File: src/rtl/wam_lvl.sv
// Whac-A-Mole difficulty level controller: manual and auto level moves, miss-driven
// demotion, auto-event cooldown, lock, and registered per-level age/spawn-ratio lookup.
module wam_lvl #(
   parameter int N_LVL    = 11,
   parameter int LW       = 4,
   parameter int MISS_LIM = 3,
   parameter int COOL     = 8,
   parameter bit AUTO_DN  = 1'b1
) (
   input  logic          clk,
   input  logic          clr,
   input  logic          lft,
   input  logic          rgt,
   input  logic          cout0,
   input  logic          miss,
   input  logic          lock,
   output logic [LW-1:0] hrdn,
   output logic [3:0]    age,
   output logic [7:0]    rto,
   output logic          at_min,
   output logic          at_max,
   output logic          chg
);

   typedef enum logic {IDLE, HOLD} cool_e;

   localparam logic [LW-1:0] MAX_LVL = LW'(N_LVL - 1);
   localparam logic [3:0]    LIM     = 4'(MISS_LIM);
   localparam logic [7:0]    COOL_V  = 8'(COOL);

   // Levels 10 and above share the hardest setting.
   localparam logic [3:0] AGE_T [16] = '{4'd14, 4'd11, 4'd9, 4'd7, 4'd6, 4'd5, 4'd4, 4'd4,
                                         4'd3,  4'd3,  4'd1, 4'd1, 4'd1, 4'd1, 4'd1, 4'd1};
   localparam logic [7:0] RTO_T [16] = '{8'd42,  8'd62,  8'd76,  8'd87,  8'd93,  8'd96,
                                         8'd93,  8'd87,  8'd76,  8'd61,  8'd200, 8'd200,
                                         8'd200, 8'd200, 8'd200, 8'd200};

   logic          lft_q, rgt_q, cout_q;
   logic [LW-1:0] hrdn_q, hrdn_d;
   logic [3:0]    age_q, age_d;
   logic [7:0]    rto_q, rto_d;
   logic          at_min_q, at_min_d, at_max_q, at_max_d, chg_q, chg_d;
   logic [3:0]    miss_q, miss_d;
   logic [7:0]    cnt_q, cnt_d;
   cool_e         st_q, st_d;

   logic lft_e, rgt_e, cout_e, miss_hit, cool_ok;
   logic auto_up, auto_dn, up, dn, inc, dec, auto_app;

   always_comb begin
      lft_e    = lft & ~lft_q;
      rgt_e    = rgt & ~rgt_q;
      cout_e   = cout0 & ~cout_q;
      miss_hit = miss && (miss_q >= LIM - 4'd1);
      cool_ok  = (st_q == IDLE);
      auto_up  = cout_e & cool_ok;
      auto_dn  = AUTO_DN & miss_hit & cool_ok;
      up       = rgt_e | auto_up;
      dn       = lft_e | auto_dn;
      inc      = ~lock & up & ~dn & (hrdn_q != MAX_LVL);
      dec      = ~lock & dn & ~up & (hrdn_q != '0);
      auto_app = (inc & auto_up) | (dec & auto_dn);

      hrdn_d = hrdn_q;
      if (inc) hrdn_d = hrdn_q + LW'(1);
      else if (dec) hrdn_d = hrdn_q - LW'(1);
      chg_d    = inc | dec;
      at_min_d = (hrdn_d == '0);
      at_max_d = (hrdn_d == MAX_LVL);
      age_d    = AGE_T[4'(hrdn_d)];
      rto_d    = RTO_T[4'(hrdn_d)];

      miss_d = miss_q;
      if (lock || cout_e || lft_e || rgt_e || miss_hit) miss_d = '0;
      else if (miss && (miss_q < LIM)) miss_d = miss_q + 4'd1;

      // Cooldown only reacts to auto changes that actually moved the level.
      st_d  = st_q;
      cnt_d = cnt_q;
      if (!lock) begin
         case (st_q)
            IDLE: begin
               if (auto_app && (COOL_V != '0)) begin
                  st_d  = HOLD;
                  cnt_d = COOL_V;
               end
            end
            HOLD: begin
               if (cnt_q <= 8'd1) begin
                  st_d  = IDLE;
                  cnt_d = '0;
               end else begin
                  cnt_d = cnt_q - 8'd1;
               end
            end
            default: begin
               st_d  = IDLE;
               cnt_d = '0;
            end
         endcase
      end
   end

   always_ff @(posedge clk or posedge clr) begin
      if (clr) begin
         lft_q    <= 1'b0;
         rgt_q    <= 1'b0;
         cout_q   <= 1'b0;
         hrdn_q   <= '0;
         age_q    <= 4'd14;
         rto_q    <= 8'd42;
         at_min_q <= 1'b1;
         at_max_q <= 1'b0;
         chg_q    <= 1'b0;
         miss_q   <= '0;
         cnt_q    <= '0;
         st_q     <= IDLE;
      end else begin
         lft_q    <= lft;
         rgt_q    <= rgt;
         cout_q   <= cout0;
         hrdn_q   <= hrdn_d;
         age_q    <= age_d;
         rto_q    <= rto_d;
         at_min_q <= at_min_d;
         at_max_q <= at_max_d;
         chg_q    <= chg_d;
         miss_q   <= miss_d;
         cnt_q    <= cnt_d;
         st_q     <= st_d;
      end
   end

   assign hrdn   = hrdn_q;
   assign age    = age_q;
   assign rto    = rto_q;
   assign at_min = at_min_q;
   assign at_max = at_max_q;
   assign chg    = chg_q;

endmodule

File: config.mk
export PLATFORM = sky130hd
export DESIGN_NAME = wam_lvl
export DESIGN_NICKNAME = d
export VERILOG_FILES = /design/src/rtl/wam_lvl.sv
export SDC_FILE = /design/constraint.sdc
export NUM_CORES = 1
export LEC_CHECK = 0
export BUFFER_PORTS_ARGS = -buffer_cell sky130_fd_sc_hd__buf_4
export CAP_MARGIN = 20
export CORE_AREA = 2 2 91 93
export DETAILED_ROUTE_END_ITERATION = 12
export DIE_AREA = 0 0 93 95
export PLACE_DENSITY = 0.37
export SETUP_SLACK_MARGIN = 0.05
export SLEW_MARGIN = 25
export SYNTH_ARGS = -nofsm -noshare
export SYNTH_HDL_FRONTEND = slang
export SYNTH_SLANG_ARGS = --single-unit
File: constraint.sdc
create_clock -name clk -period 3.3 [get_ports clk]
set_clock_uncertainty 0.15 [all_clocks]
set_input_delay 0.165 -clock clk [delete_from_list [all_inputs] [get_ports clk]]
set_output_delay 0.165 -clock clk [all_outputs]
set_load 0.05 [all_outputs]
; ---- Word level (Yosys, flattened, before mapping)
; Memory sizes are Yosys's and may differ from the RTL's. A register that Yosys moved wholly into a read port is not among the register bits.
; Index checks and enable logic that the tools add are counted.
[word_totals]
output_inout_bits = 19
mem_count = 2
inputBits = 7
reg_bits = 23
romBits = 192
[op_classes]
mux = 10
magnitude_cmp = 3
n_reduce_logical = 10
n_bitwise = 25
addsub = 4
eq_ne = 3
[memory_table]
columns = memory, depth, word_bits, read_ports, rd_clocked_by_memory_dff, write_ports, line_no
row1 = (name not given), 16, 8, 1, 1, 0, 71  ; rto_d = RTO_T[4'(hrdn_d)];
row2 = (name not given), 16, 4, 1, 1, 0, 70  ; age_d = AGE_T[4'(hrdn_d)];
[op_table]
columns = cell, n
row1 = $mux W4, 4
row2 = $mux W8, 2
row3 = $pmux W8 S2, 1
row4 = $and A1 B1 Y1, 13
row5 = $add A4 B1 Y4 const B, 2
row6 = $le A8 B1 Y1 const B, 1
row7 = $sub A8 B1 Y8 const B, 1
row8 = $not A1 Y1, 7
row9 = $not A4 Y5, 1
row10 = $eq A4 B4 Y1 const B, 1
row11 = $ge A4 B2 Y1 const B, 1
row12 = $logic_not A4 Y1, 1
row13 = $logic_or A1 B1 Y1, 4
row14 = $lt A4 B2 Y1 const B, 1
row15 = $ne A4 B4 Y1 const B, 1
row16 = $or A1 B1 Y1, 4
row17 = $reduce_bool A4 Y1, 1
row18 = $sub A4 B1 Y4 const B, 1
row19 = $logic_and A1 B1 Y1, 2
row20 = $mux W1, 2
row21 = $ne A2 B1 Y1 const B, 1
row22 = $pmux W1 S2, 1
row23 = $reduce_and A2 Y1, 1
row24 = $reduce_bool A2 Y1, 1

; ---- Longest topological paths before layout
; Gate-level depths: netlist (run 1).
[logic_depth]
word_depth = 11
mapped_depth = 11

; ---- Least setup slack after synthesis (run 1)
; OpenSTA, ideal clock, no wires.
[synth_timing]
path_kind = register to register
from = reg hrdn_q[0] (netlist: hrdn[0])
to = reg rto_q[2] (netlist: rto[2])
period_less_slack_ps = 3196
setup_ps = 80
path_slack_ps = 104
arrival_time_ps = 2967
t_required_ps = 3070
path_stages_with_launch = 11
n_path_buf = 0
path_cell_list = dfrtp_1 -> inv_1 -> ha_1 -> nor3b_1 -> nor4_1 -> mux2i_1 -> xnor2_2 -> inv_1 -> ha_1 -> mux2_4 -> o22ai_2
[synth_via]
elab_chain_len = 5
elab_cells_between_ends = 9
cone_classes = 2 x add/sub / 1 x eq/ne / 2 x mux / 3 x bitwise / 1 x reduce/logical
[synth_rtl]
columns = element, line_no
row1 = from (decl), 39  ; logic [LW-1:0] hrdn_q, hrdn_d;
row2 = from (signal assigned), 122  ; hrdn_q <= hrdn_d;
row3 = "parallel branches: the longest is 3 deep, another holds $sub A4 B1 Y4", n/a
row4 = $mux W4 *, 65  ; if (inc) hrdn_d = hrdn_q + LW'(1);
row5 = $not A4 Y5 (not written as such) *, 71
row6 = to (decl), 41  ; logic [7:0] rto_q, rto_d;
; Mark *: on every way between the ends.
; A chain may end at the register's enable or synchronous reset.

; ---- Worst setup path after layout (run 1)
[layout_timing]
from = reg st_q
to = reg rto_q[3] (netlist: rto[3])
[layout_via]
elab_chain_len = 9
elab_cells_between_ends = 16
cone_classes = 2 x mux / 14 x bitwise
[layout_rtl]
columns = element, line_no
row1 = from (decl), 45  ; cool_e st_q, st_d;
row2 = from (signal assigned), 130  ; st_q <= st_d;
row3 = $not A1 Y1 *, n/a
row4 = "$and A1 B1 Y1, on equally long branches", "57, 56"
row5 = "$or A1 B1 Y1, on equally long branches", "59, 58"
row6 = $and A1 B1 Y1 or $not A1 Y1 (tied branches), 61  ; dec = ~lock & dn & ~up & (hrdn_q != '0);
row7 = $and A1 B1 Y1 (2 in a row), 61
row8 = $mux W4, 66  ; else if (dec) hrdn_d = hrdn_q - LW'(1);
row9 = $mux W4 *, 65
row10 = named net hrdn_d[1], 39
row11 = $not A4 Y5 (not written as such) *, 71
; The timed path passes the listed nets; every way through them passes the cells marked *.

==> results.toml, run 1 <==
[clock_network]
insertion_delay_ns = 0.29
cts_resized = 0
cts_sinks = 35
cts_max_path_buffers = 2
cts_tree = "yes"
cts_root_buf = "clkbuf_8"
h-tree-depth = 2
numCtsBuffers = 5
clk_pin_slew_ns = 0.07

[floorplanning]
start_util_pct = 24.2
die_h_um = 95
die-area_um2 = 8840
std_cell_rows = 33
die_w_um = 93
core_um2 = 7930
io_pins = 26

[global_route]
grt_pass1_wl_um = 7580
antenna_found_initial = 0
track_usage_pct = 11.0
grt_pass1_vias = 1482
grt_max_degree = 36
overflow = 0

[power_and_ir_drop]
power_density_nw_per_um2 = 1050
fin_total_pwr_mw = 2.50
ir_drop_uv = 420
leakage_nw = 1.10

[place]
numPortBuffers = 25
dpl.hpwl_um = 3110
place_ws_ns = 0.350
routabilityCongestion = 0.733

[worst_setup_path]
crit_chain = "or3b_4 -> a211oi_1 -> and2_1 -> o32a_1 -> inv_1 -> ha_1 -> mux2_2 -> nand2_1"
path_class = "reg -> reg"
worstPathMaxFanout = 11
r2r-end = "rto[3]"
reg2reg_slack_ns = 0.33
path_delay_family = "compound AO/OA/AOI/OAI gates"
critPathLaunchType = "flop"
crit_path_top_delay_cell = "dfrtp_1"
rr_worst_depth = 8
r2r-start = "st_q"
critPathBufInv = 1
worstPathArrival_ns = 3.06
slowest_delay_ns = 0.49
crit_path_end_kind = "flop"
crit_path_start = "st_q"
cp.required_ns = 3.39

[sta]
worstMarginPinSlew_ns = 0.640
rsz0062_at_grt = "no"
setup_viol = 0
finalCritPeriodShare_pct = 90.0
final_max_slew_viol_count = 0
fmax_mhz = 337
fin_setup_tns_ns = 0
post-route-min-period_ns = 2.97
slew-limit-headroom_pct = 56.8
setup_ws_ns = 0.330
finalHoldViolCount = 0

[yosys]
synthArstFlopShare_pct = 100
synthDistinctLibCells = 49
synth-seq-cells = 35
yosysWarningCount = 0
synth_edf_count = 0
avgSynthCellArea_um2 = 10.4
synth_area_um2 = 1920
yosysSeqAreaShare_pct = 46.1
syn-num-nets = 205
synth_top_flop_cell = "dfrtp_1"
synth_cells = 185

[hold_path]
whs_path_depth = 2
hold_path_end = "st_q"
hp-start = "lock"
hold_class = "in -> reg"

[routing]
firstDrtPassIters = 4
wire_per_inst_um = 13.5
drt_iter0_drc = 61
via_per_inst = 4.51
via_count = 1485
wl_um = 4430
drc = 0
ant_nets = 0

[final_layout]
fillCellCount = 842
layout_commonest_cell = "buf_4"
area_delta_synth_final_pct = 24.5
antenna-diode-count = 0
layout.nets = 243
multiInputGateArea_um2 = 952
register_area_um2 = 885
final_cell_mix = "buf_4, dfrtp_1, nor2_1, ha_1"
drive_gt1_share_pct = 26.3

[run_status]
status = "completed"

[run]
drv_cap = 0
[layer usage]
layer / global-route usage, % / wire length, um / up-vias
met5: 0 / 0 / -
met4: 3.80 / 67 / 0
met3: 2.55 / 117 / 8
met2: 18.4 / 2170 / 21
met1: 13.9 / 2080 / 730
li1: - / - / 726
[synthesized netlist by cell type, types with 3 or more instances]
| cell | count | share of area (%) |
|---|---|---|
| dfrtp_1 | 28 | 37 |
| nor2_1 | 14 | 2.7 |
| ha_1 | 13 | 8.5 |
| inv_1 | 11 | 2.2 |
| nand2_1 | 11 | 2.2 |
| o21ai_0 | 10 | 2.6 |
| a21oi_1 | 7 | 1.8 |
| dfstp_2 | 7 | 9.6 |
| nor3_1 | 7 | 1.8 |
| and2_1 | 6 | 2.0 |
| nand3_1 | 6 | 1.6 |
| nand2b_1 | 5 | 1.6 |
| mux2i_1 | 4 | 2.1 |
| clkbuf_1 | 3 | 0.59 |
| or3_1 | 3 | 0.98 |
| xnor2_1 | 3 | 1.4 |
[final cells by class]
cell class	count	share of cell area, %
clock inverters	3	0.629
repair buffers	37	12.1
flip-flops and latches	35	37.1
inverters	12	1.99
clock buffers	5	2.88
multi-input cells	132	39.9
well taps	105	5.50
[worst max-delay path by stage]
stage	slack [ns]	to	cells past startpoint
2_1_floorplan	0.10	rto[2]	10
3_3_place_gp	0.40	rto[3]	8
3_5_place_dp	0.35	rto[3]	8
4_1_cts	0.33	rto[3]	8
5_1_grt	0.09	rto[3]	8
6_report	0.33	rto[3]	8
[flip-flops by register name, summed over array words and instances, names as in the netlist]
signal	count
chg	1
st_q	1
miss_q	4
cnt_q	8
at_min	1
lft_q	1
rgt_q	1
rto	8
at_max	1
hrdn	4
cout_q	1
age	4
[per-stage QoR]
step / std cells / instance area (um^2) / hold slack [ns] / utilization, %
floorplan: 185 / 1920 / 0.0464 / -
global placement: 317 / 2260 / 0.134 / 28.6
detailed placement: 317 / 2260 / 0.138 / 28.6
CTS: 329 / 2390 / 0.0382 / 30.1
global route: 329 / 2390 / 0.0579 / 30.1
finish: 329 / 2390 / 0.0508 / 30.1
[where the power goes]
| part | switching (mW) | total, mW | leakage, nW | internal, mW |
|---|---|---|---|---|
| Combinational | 0.923 | 1.46 | 0.627 | 0.540 |
| Clock | 0.161 | 0.306 | 0.0477 | 0.145 |
| Sequential | 0.113 | 0.727 | 0.425 | 0.614 |
[what timing repair did]
action                                  in CTS  in global routing
endpoints found under the setup margin       0                  0
hold buffers                                 4                  0
buffers inserted                             0                  0
endpoints found under the hold margin       31                  0
[cell families (layout without fill, tap and decap cells)]
family                   after synthesis  in the layout  synth area share [%]
AND/OR/NAND/NOR                       67             67                  18.9
AO/OA/AOI/OAI                         40             40                  15.3
flip-flops                            35             35                  46.1
buffers and inverters                 18             57                  4.18
adder cells (fa/ha/maj)               13             13                  8.49
multiplexers                           8              8                  4.83
XOR/XNOR                               4              4                  2.22
Note: power is estimated with default switching activity, not from simulation.
==> run 2: changes to the inputs <==
- RECOVER_POWER: default -> 25
==> results.toml, run 2 (synthesized netlist as in run 1, its figures left out) <==
[run]
drv_cap = 1

[hold_path]
hold_class = "in -> reg"

[clock_network]
post_cts_buffers = 0
cts_sinks = 35
insertion_delay_ns = 0.29
cts_root_buf = "clkbuf_8"
cts_max_path_buffers = 2
cts_resized = 0
h-tree-depth = 2
numCtsBuffers = 5
cts_tree = "yes"
cts_hold_buf = 4
clk_pin_slew_ns = 0.07

[place]
numPortBuffers = 25
place_area_um2 = 2260
routabilityCongestion = 0.733
dpl.hpwl_um = 3110

[worst_setup_path]
worstPathMaxFanout = 11
cp.required_ns = 3.39
critPathLaunchType = "input pin"
crit_path_end_kind = "flop"
worstPathArrival_ns = 3.13
path_class = "in -> reg"

[sta]
fin_setup_tns_ns = 0
fmax_mhz = 329
finalCritPeriodShare_pct = 92.2
post-route-min-period_ns = 3.04
slew-limit-headroom_pct = -32.3
worstMarginPinSlew_ns = 1.99
setup_viol = 0
rsz0062_at_grt = "no"
finalHoldViolCount = 0
final_max_slew_viol_count = 36

[routing]
wire_per_inst_um = 13.5
wl_um = 4430
ant_nets = 0
firstDrtPassIters = 4
drc = 0
via_count = 1486
via_per_inst = 4.52
drt_iter0_drc = 50

[final_layout]
layout.nets = 243
final_cell_mix = "dfrtp_1, buf_4, nor2_1, ha_1"
fillCellCount = 843
fin_area_um2 = 2380
drive_gt1_share_pct = 25.4
area_delta_synth_final_pct = 24.2
antenna-diode-count = 0
fin_util_pct = 30.0

[global_route]
overflow = 0
grt_max_degree = 36
grt_pass1_wl_um = 7580
antenna_found_initial = 0
grt_pass1_vias = 1482
track_usage_pct = 11.0

[floorplanning]
start_util_pct = 24.2
die_w_um = 93
core_um2 = 7930
die_h_um = 95
io_pins = 26
std_cell_rows = 33
die-area_um2 = 8840

[power_and_ir_drop]
leakage_nw = 1.09
ir_drop_uv = 420
power_density_nw_per_um2 = 1050

[run_status]
violations = "capacitance limit, slew limit"
status = "finished, violations left"
-- run 2: changes by cell type in the layout (fill, tap and decap cells not counted), sizes merged --
cell,change
buf,-5
clkbuf,+5
-- run 2: path summary, 6_finish.rpt --
| path | start | to | slack, ns | cells past startpoint |
|---|---|---|---|---|
| max reg2reg | st_q | rto[3] | 0.33 | 8 |
| max | cout0 | rto[3] | 0.26 | 10 |
| min in group asynchronous | clr | cnt_q[4] | 1.00 | 4 |
| min | lock | st_q | 0.05 | 2 |
| max in group asynchronous | clr | cout_q | 0.86 | 4 |
| min reg2reg | cnt_q[7] | cnt_q[7] | 0.38 | 2 |
-- run 2: area by class of cell --
type,count,area (um^2),share of cell area [%]
Tap cell,105,131,5.52
Clock buffer,5,68.8,2.89
Clock inverter,3,15.0,0.631
Sequential cell,35,885,37.2
Inverter,12,47.5,2.00
Multi-Input combinational cell,132,952,40.0
Timing Repair Buffer,37,280,11.8
-- run 2: where the power goes --
part           total (mW)  leakage, nW  switching (mW)  internal, mW
clock network       0.306       0.0477           0.161         0.145
registers           0.727        0.425           0.113         0.614
logic                1.46        0.620           0.923         0.539
-- run 2: per-layer routing --
layer  track usage (%)  vias up  part of all wire, %
met5                 0        -                    0
met4              3.80        0                  1.5
met3              2.55        8                  2.6
met2              18.4       21                   49
met1              13.9      731                   47
li1                  -      726                    -
-- run 2: metrics by stage --
| stage | setup slack (ns) | hold WS (ns) | instances | power (mW) |
|---|---|---|---|---|
| 4_1_cts | 0.335 | 0.0382 | 329 | 2.54 |
| 2_1_floorplan | 0.104 | 0.0464 | 185 | 1.79 |
| 3_3_place_gp | 0.404 | 0.134 | 317 | 2.22 |
| 3_5_place_dp | 0.350 | 0.138 | 317 | 2.20 |
| 6_report | 0.259 | 0.0512 | 329 | 2.49 |
| 5_1_grt | 0.0447 | 0.0579 | 329 | 2.70 |
-- run 2: worst max-delay path, cell delays in order --
cell and delay [ns]:
dlygate4sd3_1 0.52, clkbuf_1 0.17, or3b_4 0.43, a211oi_1 0.45, and2_1 0.20, o32a_1 0.42
inv_1 0.20, ha_1 0.26, mux2_2 0.26, nand2_1 0.06
